## src/rtl/tt_capture_pkg.sv

```systemverilog
// Shared constants and FSM state type for the truth-table capture block.
package tt_capture_pkg;

  localparam int N_IN  = 7;
  localparam int TT_W  = 128;
  localparam int CNT_W = 8;

  typedef enum logic [1:0] {
    IDLE   = 2'd0,
    DRIVE  = 2'd1,
    SAMPLE = 2'd2,
    DONE   = 2'd3
  } state_t;

endpackage

```

## src/rtl/tt_settle_timer.sv

```systemverilog
// Settle counter: reloads to SETTLE-1 while load is high, counts down while count is high.
module tt_settle_timer
  import tt_capture_pkg::*;
#(
  parameter int SETTLE = 1
) (
  input  logic clk,
  input  logic rst,
  input  logic load,
  input  logic count,
  output logic expire
);

  localparam logic [CNT_W-1:0] RELOAD = CNT_W'(SETTLE - 1);

  logic [CNT_W-1:0] cnt_reg;

  always_ff @(posedge clk or posedge rst) begin
    if (rst) begin
      cnt_reg <= RELOAD;
    end else if (load) begin
      cnt_reg <= RELOAD;
    end else if (count && (cnt_reg != '0)) begin
      cnt_reg <= cnt_reg - 1'b1;
    end
  end

  // Expires on the last of the SETTLE counting cycles.
  assign expire = count && (cnt_reg == '0);

endmodule

```

## src/rtl/tt_capture.sv

```systemverilog
// Captures the 128-entry truth table of an external 7-input function.
// Optional reference compare of the table against EXPECTED is enabled by TT_CAPTURE_CHECK_EN.
module tt_capture
  import tt_capture_pkg::*;
#(
  parameter int             SETTLE   = 1,
  parameter logic [127:0]   EXPECTED = 128'h0
) (
  input  logic         clk,
  input  logic         rst,
  input  logic         start,
  input  logic         abort,
  output logic         x0,
  output logic         x1,
  output logic         x2,
  output logic         x3,
  output logic         x4,
  output logic         x5,
  output logic         x6,
  input  logic         f_in,
  output logic         busy,
  output logic         done,
  output logic [127:0] tt,
  output logic         tt_valid,
  output logic         match
);

  localparam logic [N_IN-1:0] LAST_IDX = N_IN'(TT_W - 1);

  state_t            state_reg;
  logic [N_IN-1:0]   idx_reg;
  logic [TT_W-1:0]   tt_reg;
  logic              busy_reg;
  logic              done_reg;
  logic              valid_reg;
  logic              expire;
  logic              in_drive;
  logic              abort_hit;

  assign in_drive  = (state_reg == DRIVE);
  assign abort_hit = abort && ((state_reg == DRIVE) || (state_reg == SAMPLE));

  tt_settle_timer #(
    .SETTLE (SETTLE)
  ) u_settle (
    .clk    (clk),
    .rst    (rst),
    .load   (!in_drive),
    .count  (in_drive),
    .expire (expire)
  );

  always_ff @(posedge clk or posedge rst) begin
    if (rst) begin
      state_reg <= IDLE;
      idx_reg   <= '0;
      tt_reg    <= '0;
      busy_reg  <= 1'b0;
      done_reg  <= 1'b0;
      valid_reg <= 1'b0;
    end else begin
      case (state_reg)
        IDLE: begin
          if (start) begin
            idx_reg   <= '0;
            valid_reg <= 1'b0;
            busy_reg  <= 1'b1;
            state_reg <= DRIVE;
          end
        end
        DRIVE: begin
          if (abort) begin
            busy_reg  <= 1'b0;
            state_reg <= IDLE;
          end else if (expire) begin
            state_reg <= SAMPLE;
          end
        end
        SAMPLE: begin
          if (abort) begin
            busy_reg  <= 1'b0;
            state_reg <= IDLE;
          end else begin
            tt_reg[idx_reg] <= f_in;
            if (idx_reg == LAST_IDX) begin
              busy_reg  <= 1'b0;
              done_reg  <= 1'b1;
              valid_reg <= 1'b1;
              state_reg <= DONE;
            end else begin
              idx_reg   <= idx_reg + 1'b1;
              state_reg <= DRIVE;
            end
          end
        end
        DONE: begin
          done_reg  <= 1'b0;
          state_reg <= IDLE;
        end
        default: state_reg <= IDLE;
      endcase
    end
  end

`ifdef TT_CAPTURE_CHECK_EN
  logic match_reg;

  // The last sample lands in bit 127, so compare with it merged in to be ready in DONE.
  always_ff @(posedge clk or posedge rst) begin
    if (rst) begin
      match_reg <= 1'b0;
    end else if ((state_reg == IDLE) && start) begin
      match_reg <= 1'b0;
    end else if (abort_hit) begin
      match_reg <= 1'b0;
    end else if ((state_reg == SAMPLE) && (idx_reg == LAST_IDX)) begin
      match_reg <= ({f_in, tt_reg[TT_W-2:0]} == EXPECTED);
    end
  end

  assign match = match_reg;
`else
  assign match = 1'b0;
`endif

  assign x0       = idx_reg[0];
  assign x1       = idx_reg[1];
  assign x2       = idx_reg[2];
  assign x3       = idx_reg[3];
  assign x4       = idx_reg[4];
  assign x5       = idx_reg[5];
  assign x6       = idx_reg[6];
  assign busy     = busy_reg;
  assign done     = done_reg;
  assign tt       = tt_reg;
  assign tt_valid = valid_reg;

endmodule
```

## config.mk

```make
export PLATFORM = sky130hd
export DESIGN_NAME = tt_capture
export DESIGN_NICKNAME = d
export VERILOG_FILES = /design/src/rtl/tt_capture_pkg.sv /design/src/rtl/tt_settle_timer.sv /design/src/rtl/tt_capture.sv
export SDC_FILE = /design/constraint.sdc
export NUM_CORES = 1
export LEC_CHECK = 0
export CORE_ASPECT_RATIO = 1.75
export CORE_MARGIN = 3
export CORE_UTILIZATION = 55
export CTS_BUF_LIST = sky130_fd_sc_hd__clkbuf_4 sky130_fd_sc_hd__clkbuf_8 sky130_fd_sc_hd__clkbuf_16
export DETAILED_ROUTE_END_ITERATION = 8
export PLACE_DENSITY = 0.85
export SLEW_MARGIN = 15
export SYNTH_ARGS = -nofsm -noshare
export SYNTH_HDL_FRONTEND = slang
export SYNTH_HIERARCHICAL = 1
export SYNTH_SLANG_ARGS = --single-unit
```

## constraint.sdc

```tcl
create_clock -name clk -period 8.41 [get_ports clk]
set_input_delay 1.682 -clock clk [delete_from_list [all_inputs] [get_ports clk]]
set_output_delay 1.682 -clock clk [all_outputs]
set_load 0.01 [all_outputs]
```

==> results of run 1 <==
[layout make-up]
type,count,share of cell area
clock buffers,18,0.0488
clock inverters,14,0.0246
inverters,10,0.00473
multi-input cells,407,0.328
flip-flops and latches,148,0.412
well taps,165,0.0229
repair buffers,144,0.159
[worst min-delay path by stage]
| stage | from | to | slack, ns |
|---|---|---|---|
| 2_1_floorplan | tt[126] | tt[126] | 0.53 |
| 3_3_place_gp | tt[126] | tt[126] | 0.47 |
| 3_5_place_dp | tt[62] | tt[62] | 0.48 |
| 4_1_cts | tt[62] | tt[62] | 0.50 |
| 5_1_grt | tt[57] | tt[57] | 0.51 |
| 6_report | tt[62] | tt[62] | 0.49 |
[power groups by stage]
stage / combinational [mW] / sequential (mW) / clock (mW)
4_1_cts: 0.175 / 0.740 / 0.850
2_1_floorplan: 0.130 / 0.748 / 0
5_1_grt: 0.196 / 0.741 / 0.884
3_3_place_gp: 0.161 / 0.752 / 0
3_5_place_dp: 0.173 / 0.752 / 0
6_report: 0.175 / 0.741 / 0.844
[layout by cell type, fill, tap and decap left out, types with 3 or more instances in the layout]
master / n
and2b_1: 3
mux2_2: 112
o31ai_1: 3
ha_1: 6
mux2_1: 20
nand4_1: 3
nand2_1: 78
nor2b_1: 8
dfrtp_1: 148
and3_1: 5
nand3_1: 12
inv_6: 5
clkinvlp_4: 3
clkbuf_16: 17
clkdlybuf4s50_1: 141
bufinv_16: 5
nor3_1: 7
o21ai_0: 8
a31oi_1: 3
nor2_1: 77
a21oi_1: 9
nand2b_1: 7
inv_1: 9
mux2i_1: 3
nor2_4: 8
[worst register-to-register path, cell delays in order, from the launching register on]
cell and delay [ns]:
dfrtp_1 0.41, inv_1 0.12, ha_1 0.41, and2b_1 0.38, nand3_1 0.61, nor2_1 0.31
mux2_2 0.36
[metrics by stage]
step,power [mW],hold slack [ns]
floorplan,0.878,0.529
global placement,0.913,0.468
detailed placement,0.926,0.483
CTS,1.76,0.495
global route,1.82,0.510
finish,1.76,0.492
[kinds of logic (layout without fill, tap and decap cells)]
kind of cell               count (synthesis)  in the layout
muxes                                    135            135
and+or+nand+nor                          233            233
other                                      1              1
adders and majority gates                  6              6
AOI/OAI and AO/OA                         32             32
buffers and inverters                     47            186
DFF                                      148            148
[metal layers]
| metal | part of all wire | up-vias | global-route usage | wire, um |
|---|---|---|---|---|
| met3 | 0.049 | 39 | 0.0569 | 862 |
| met4 | 0.028 | 0 | 0.107 | 498 |
| met5 | 0 | - | 0 | 0 |
| met2 | 0.57 | 181 | 0.493 | 9970 |
| met1 | 0.35 | 2505 | 0.268 | 6170 |
| li1 | - | 2297 | - | - |
==> impl_metrics.tcl, run 1 <==
set metrics [dict create \
    yosys-top-cells-area "dfrtp_1 (53%), mux2_2 (18%), nand2_1 (4.2%), nor2_1 (4.2%), mux2_1 (3.3%)" \
    die_area_um2 14000 \
    leakage_nw 4.01 \
    fin_nets 739 \
    largest_reg_flops 128 \
    r2r_slack_ns 5.69 \
    critPathCapture "x5" \
    start_util 0.571 \
    clk_pin_slew_worst_paths_ns 0.06 \
    hold_class "register to register" \
    slew_headroom 0.282 \
    clock-sinks 148 \
    cts-buffers-inserted 17 \
    r2r_end "tt[53]" \
    clock-root-buffer "clkbuf_16" \
    portBuffers 142 \
    syn_nets 613 \
    whs_path_depth 1 \
    hold_viol 0 \
    p_per_area_nw_per_um2 195 \
    status "completed" \
    clockPowerShare 0.480 \
    num_rows 53 \
    postSynthCellCount 602 \
    synth-simple-area-share 0.166 \
    drt_iter0_drc 263 \
    post_drt_wl_per_cell_um 19.3 \
    fin_tns_setup_ns 0 \
    max_freq_ghz 0.279 \
    fin_skew_ns 0.00942 \
    layout_setup_ws_ns 4.83 \
    multi_input_area_um2 2950 \
    synth_most_common_cell "dfrtp_1" \
    die_x_um 90.8 \
    p_switching_uw 434 \
    synth_mux_area_frac 0.219 \
    instances_no_fill 906 \
    arrival_ns 1.90 \
    totalWireLength_mm 17.5 \
    core-area_um2 12100 \
    clkLatencyLatePin_ns 0.42 \
    swShare 0.247 \
    synth_top_family_by_area "multiplexers" \
    antenna_cells 0 \
    reg2reg_depth 6 \
    startpoint "idx_reg[5]" \
    drc_errors 0 \
    synth_cell_types 52 \
    slew_viol_final 0 \
    synthArstFlopShare 1.00 \
    hold_buffers 0 \
    h-tree-depth 4 \
    antenna_found_initial 0 \
    syn_area_per_cell_um2 11.5 \
    path_class "register to output pin" \
    placedCellCount 874 \
    gp_congestion 0.829 \
    tightest_slew_ns 1.08 \
    dp_hpwl_mm 11.9 \
    regArea_um2 3700 \
    critical_path_buf_inv_count 1 \
    ys_ff_latch 148 \
    routed_via_density 5.54 \
    worst_setup_path_start_kind "register" \
    netlist_area_um2 6930 \
    ctsResizeCount 0 \
    synth_edf_count 0 \
    combPwrFrac 0.099 \
    fin_util 0.742 \
    ioPinCount 144 \
    grt_setup_unrepaired "false" \
    grt_pass1_wl_mm 28.4 \
    max_stage_delay_ns 0.80 \
    synth.yosys.seq_area_share 0.535 \
    drive_gt1_frac 0.228 \
    synth_xor_area_frac 0 \
    internal_power_mw 1.32 \
    crit_chain "clkdlybuf4s50_1" \
    grt_use_total 0.258 \
    cts_setup_buffers 0 \
    endpoint_kind "output pin" \
    place_area_um2 8340 \
    crit_family "flip-flops" \
    fin_area_um2 9000 \
    seqPwrFrac 0.421 \
    crit_fanout 19 \
    r2r_start "state_reg[0]" \
    required_ns 6.73 \
    grt_max_degree 129 \
    cap_viol_max_count 0 \
    synth_compound_area_frac 0.0302 \
    netlist_top_cells_count "dfrtp_1 (148), mux2_2 (112), nand2_1 (78), nor2_1 (77), mux2_1 (20)" \
    synth.top_cell.area_share 0.535 \
    synth_ff_type "dfrtp_1" \
    fin_crit_sh 0.426 \
    ant_nets 0 \
    cts_tree "yes" \
    ir_drop_uv 157 \
    via_count 5022 \
    setup_violations 0 \
    fillers 813 \
    area_growth_pct 29.9 \
    drt_pass1_iterations 5 \
    grt_overflow 0 \
    cp_num_cells 1 \
    fin_crit_ns 3.58 \
    cts_buffer_depth 2 \
    die_h_um 154 \
    grt_pass1_vias 5357 \
    yosysTopAreaCell "dfrtp_1" \
    cp_slowest_cell "dfrtp_1" \
    dp_slack_ns 4.42 \
    synth_fa_ha_area_frac 0.0108 \
    yosysWarningCount 6 \
]
Power figures use the tool's default switching activity.
==> run 2: changes to the inputs <==
--- a/config.mk
+++ b/config.mk
@@ -7,10 +7,10 @@
 export LEC_CHECK = 0
 export CORE_ASPECT_RATIO = 1.75
 export CORE_MARGIN = 3
-export CORE_UTILIZATION = 55
+export CORE_UTILIZATION = 46
 export CTS_BUF_LIST = sky130_fd_sc_hd__clkbuf_4 sky130_fd_sc_hd__clkbuf_8 sky130_fd_sc_hd__clkbuf_16
 export DETAILED_ROUTE_END_ITERATION = 8
-export PLACE_DENSITY = 0.85
+export PLACE_DENSITY = 0.76
 export SLEW_MARGIN = 15
 export SYNTH_ARGS = -nofsm -noshare
 export SYNTH_HDL_FRONTEND = slang
==> constraint.sdc (replaced) <==
create_clock -name clk -period 3.2 [get_ports clk]
set_input_delay 0.64 -clock clk [delete_from_list [all_inputs] [get_ports clk]]
set_output_delay 0.64 -clock clk [all_outputs]
set_load 0.01 [all_outputs]
==> run 2 against run 1 <==
Sequential power grew to 2.6 times the previous value. Count of clock-buffer cells in the layout is 1 higher. Cell count is 2.3% higher. Sequential cell count stayed put. Setup slack worse by 4.1 ns. Critical path depth is 5 higher. Hold slack worse by 0.0083 ns. Die area is 18% higher. Clock power grew to 2.5 times the previous value. Design area is 0.89% higher. Via count is 0.78% lower. Clock skew is 0.00089 ns higher. Critical path type is now register to register. Largest power group unchanged. Highest routed layer unchanged.
==> impl_metrics.tcl, run 2 (synthesized netlist as in run 1, its figures left out) <==
set metrics [dict create \
    grt_overflow 0 \
    core-area_um2 14600 \
    final_common_cell "dfrtp_1" \
    fin_crit_ns 2.49 \
    tightest_slew_ns 0.741 \
    fin_tns_setup_ns 0 \
    r2r_end "tt[63]" \
    internal_power_mw 3.42 \
    power_mw 4.55 \
    max_freq_ghz 0.402 \
    crit_fanout 15 \
    grt_pass1_vias 5361 \
    combPwrFrac 0.102 \
    die_x_um 98.8 \
    endpoint_kind "register" \
    clk_pin_slew_worst_paths_ns 0.06 \
    swShare 0.249 \
    clock-sinks 148 \
    antenna_cells 0 \
    worst_setup_path_start_kind "register" \
    startpoint "state_reg[0]" \
    grt_max_degree 88 \
    p_switching_mw 1.13 \
    largest_reg_flops 128 \
    cts-buffers-inserted 17 \
    ctsResizeCount 0 \
    grt_setup_unrepaired "false" \
    path_class "register to register" \
    dp_hpwl_mm 12.5 \
    multi_input_area_um2 2950 \
    drive_gt1_frac 0.234 \
    cap_viol_max_count 0 \
    routed_via_density 5.38 \
    post_drt_wl_per_cell_um 18.6 \
    cts_buffer_depth 2 \
    area_growth_pct 31.1 \
    grt_use_total 0.214 \
    fillers 1163 \
    max_stage_delay_ns 0.46 \
    ir_drop_uv 364 \
    p_per_area_nw_per_um2 501 \
    whs_ns 0.483 \
    fin_skew_ns 0.0103 \
    die_h_um 168 \
    cts_setup_buffers 0 \
    antenna_found_initial 0 \
    hold_class "register to register" \
    ioPinCount 144 \
    critPathCapture "tt[63]" \
    start_util 0.475 \
    crit_chain "inv_1 -> ha_1 -> and2b_1 -> nand2_1 -> nor2_1 -> mux2_2" \
    clock-root-buffer "clkbuf_16" \
    gp_congestion 0.846 \
    hold_buffers 0 \
    clkLatencyLatePin_ns 0.42 \
    grt_pass1_wl_mm 28.1 \
    drt_pass1_iterations 4 \
    slew_viol_final 0 \
    h-tree-depth 4 \
    num_rows 58 \
    leakage_nw 4.03 \
    arrival_ns 2.79 \
    fin_nets 745 \
    hold_viol 0 \
    r2r_slack_ns 0.71 \
    via_count 4983 \
    totalWireLength_mm 17.2 \
    slew_headroom 0.505 \
    ant_nets 0 \
    portBuffers 142 \
    cts_tree "yes" \
    drc_errors 0 \
    r2r_start "state_reg[0]" \
    reg2reg_depth 6 \
    drt_iter0_drc 267 \
    cp_slowest_cell "nand2_1" \
    required_ns 3.50 \
    fin_crit_sh 0.777 \
    setup_violations 0 \
    seqPwrFrac 0.427 \
    mostFrequentLayoutCells "dfrtp_1 (148), clkdlybuf4s50_1 (141), mux2_2 (112)" \
    regArea_um2 3700 \
    status "completed" \
    die_area_um2 16600 \
    clockPowerShare 0.472 \
]
==> run 2: layout make-up <==
| type | count | area share |
|---|---|---|
| flip-flops and latches | 148 | 0.408 |
| multi-input cells | 407 | 0.325 |
| repair buffers | 150 | 0.167 |
| clock buffers | 19 | 0.0492 |
| well taps | 180 | 0.0248 |
| clock inverters | 13 | 0.0214 |
| inverters | 10 | 0.00455 |
==> run 2: worst min-delay path by stage <==
stage / slack, ns / cells past startpoint / startpoint / end
floorplan: 0.46 / 1 / rst / u_settle/cnt_reg[0]
global placement: 0.47 / 1 / tt[38] / tt[38]
detailed placement: 0.47 / 1 / tt[14] / tt[14]
CTS: 0.49 / 1 / tt[14] / tt[14]
global route: 0.50 / 1 / tt[78] / tt[78]
finish: 0.48 / 1 / tt[14] / tt[14]
==> run 2: worst max-delay path: cells and delay by family (launching register included) <==
kind                     cells  cell delay (ns)
buffers and inverters        1             0.12
AND/OR/NAND/NOR              3             1.09
multiplexers                 1             0.36
flip-flops                   1             0.41
adder cells (fa/ha/maj)      1             0.40
==> run 2: stage by stage <==
step,instance area [um^2],worst slack (ns),util,instances
2_1_floorplan,6930,0.811,-,602
3_3_place_gp,8440,0.529,0.578,895
3_5_place_dp,8440,0.465,0.578,895
4_1_cts,9080,0.676,0.622,927
5_1_grt,9080,0.470,0.622,927
6_report,9080,0.713,0.622,927
==> run 2: power by group through the flow <==
stage	Combinational [mW]	Clock [mW]	Sequential (mW)
6_report	0.462	2.15	1.94
5_1_grt	0.520	2.27	1.95
4_1_cts	0.468	2.19	1.94
3_5_place_dp	0.462	0	1.98
3_3_place_gp	0.447	0	1.97
2_1_floorplan	0.342	0	1.97
==> run 2: per-layer routing <==
| metal | track usage | routed length (um) |
|---|---|---|
| met1 | 0.230 | 6200 |
| met3 | 0.0427 | 766 |
| met4 | 0.0690 | 295 |
| met2 | 0.410 | 9940 |
| met5 | 0 | 0 |
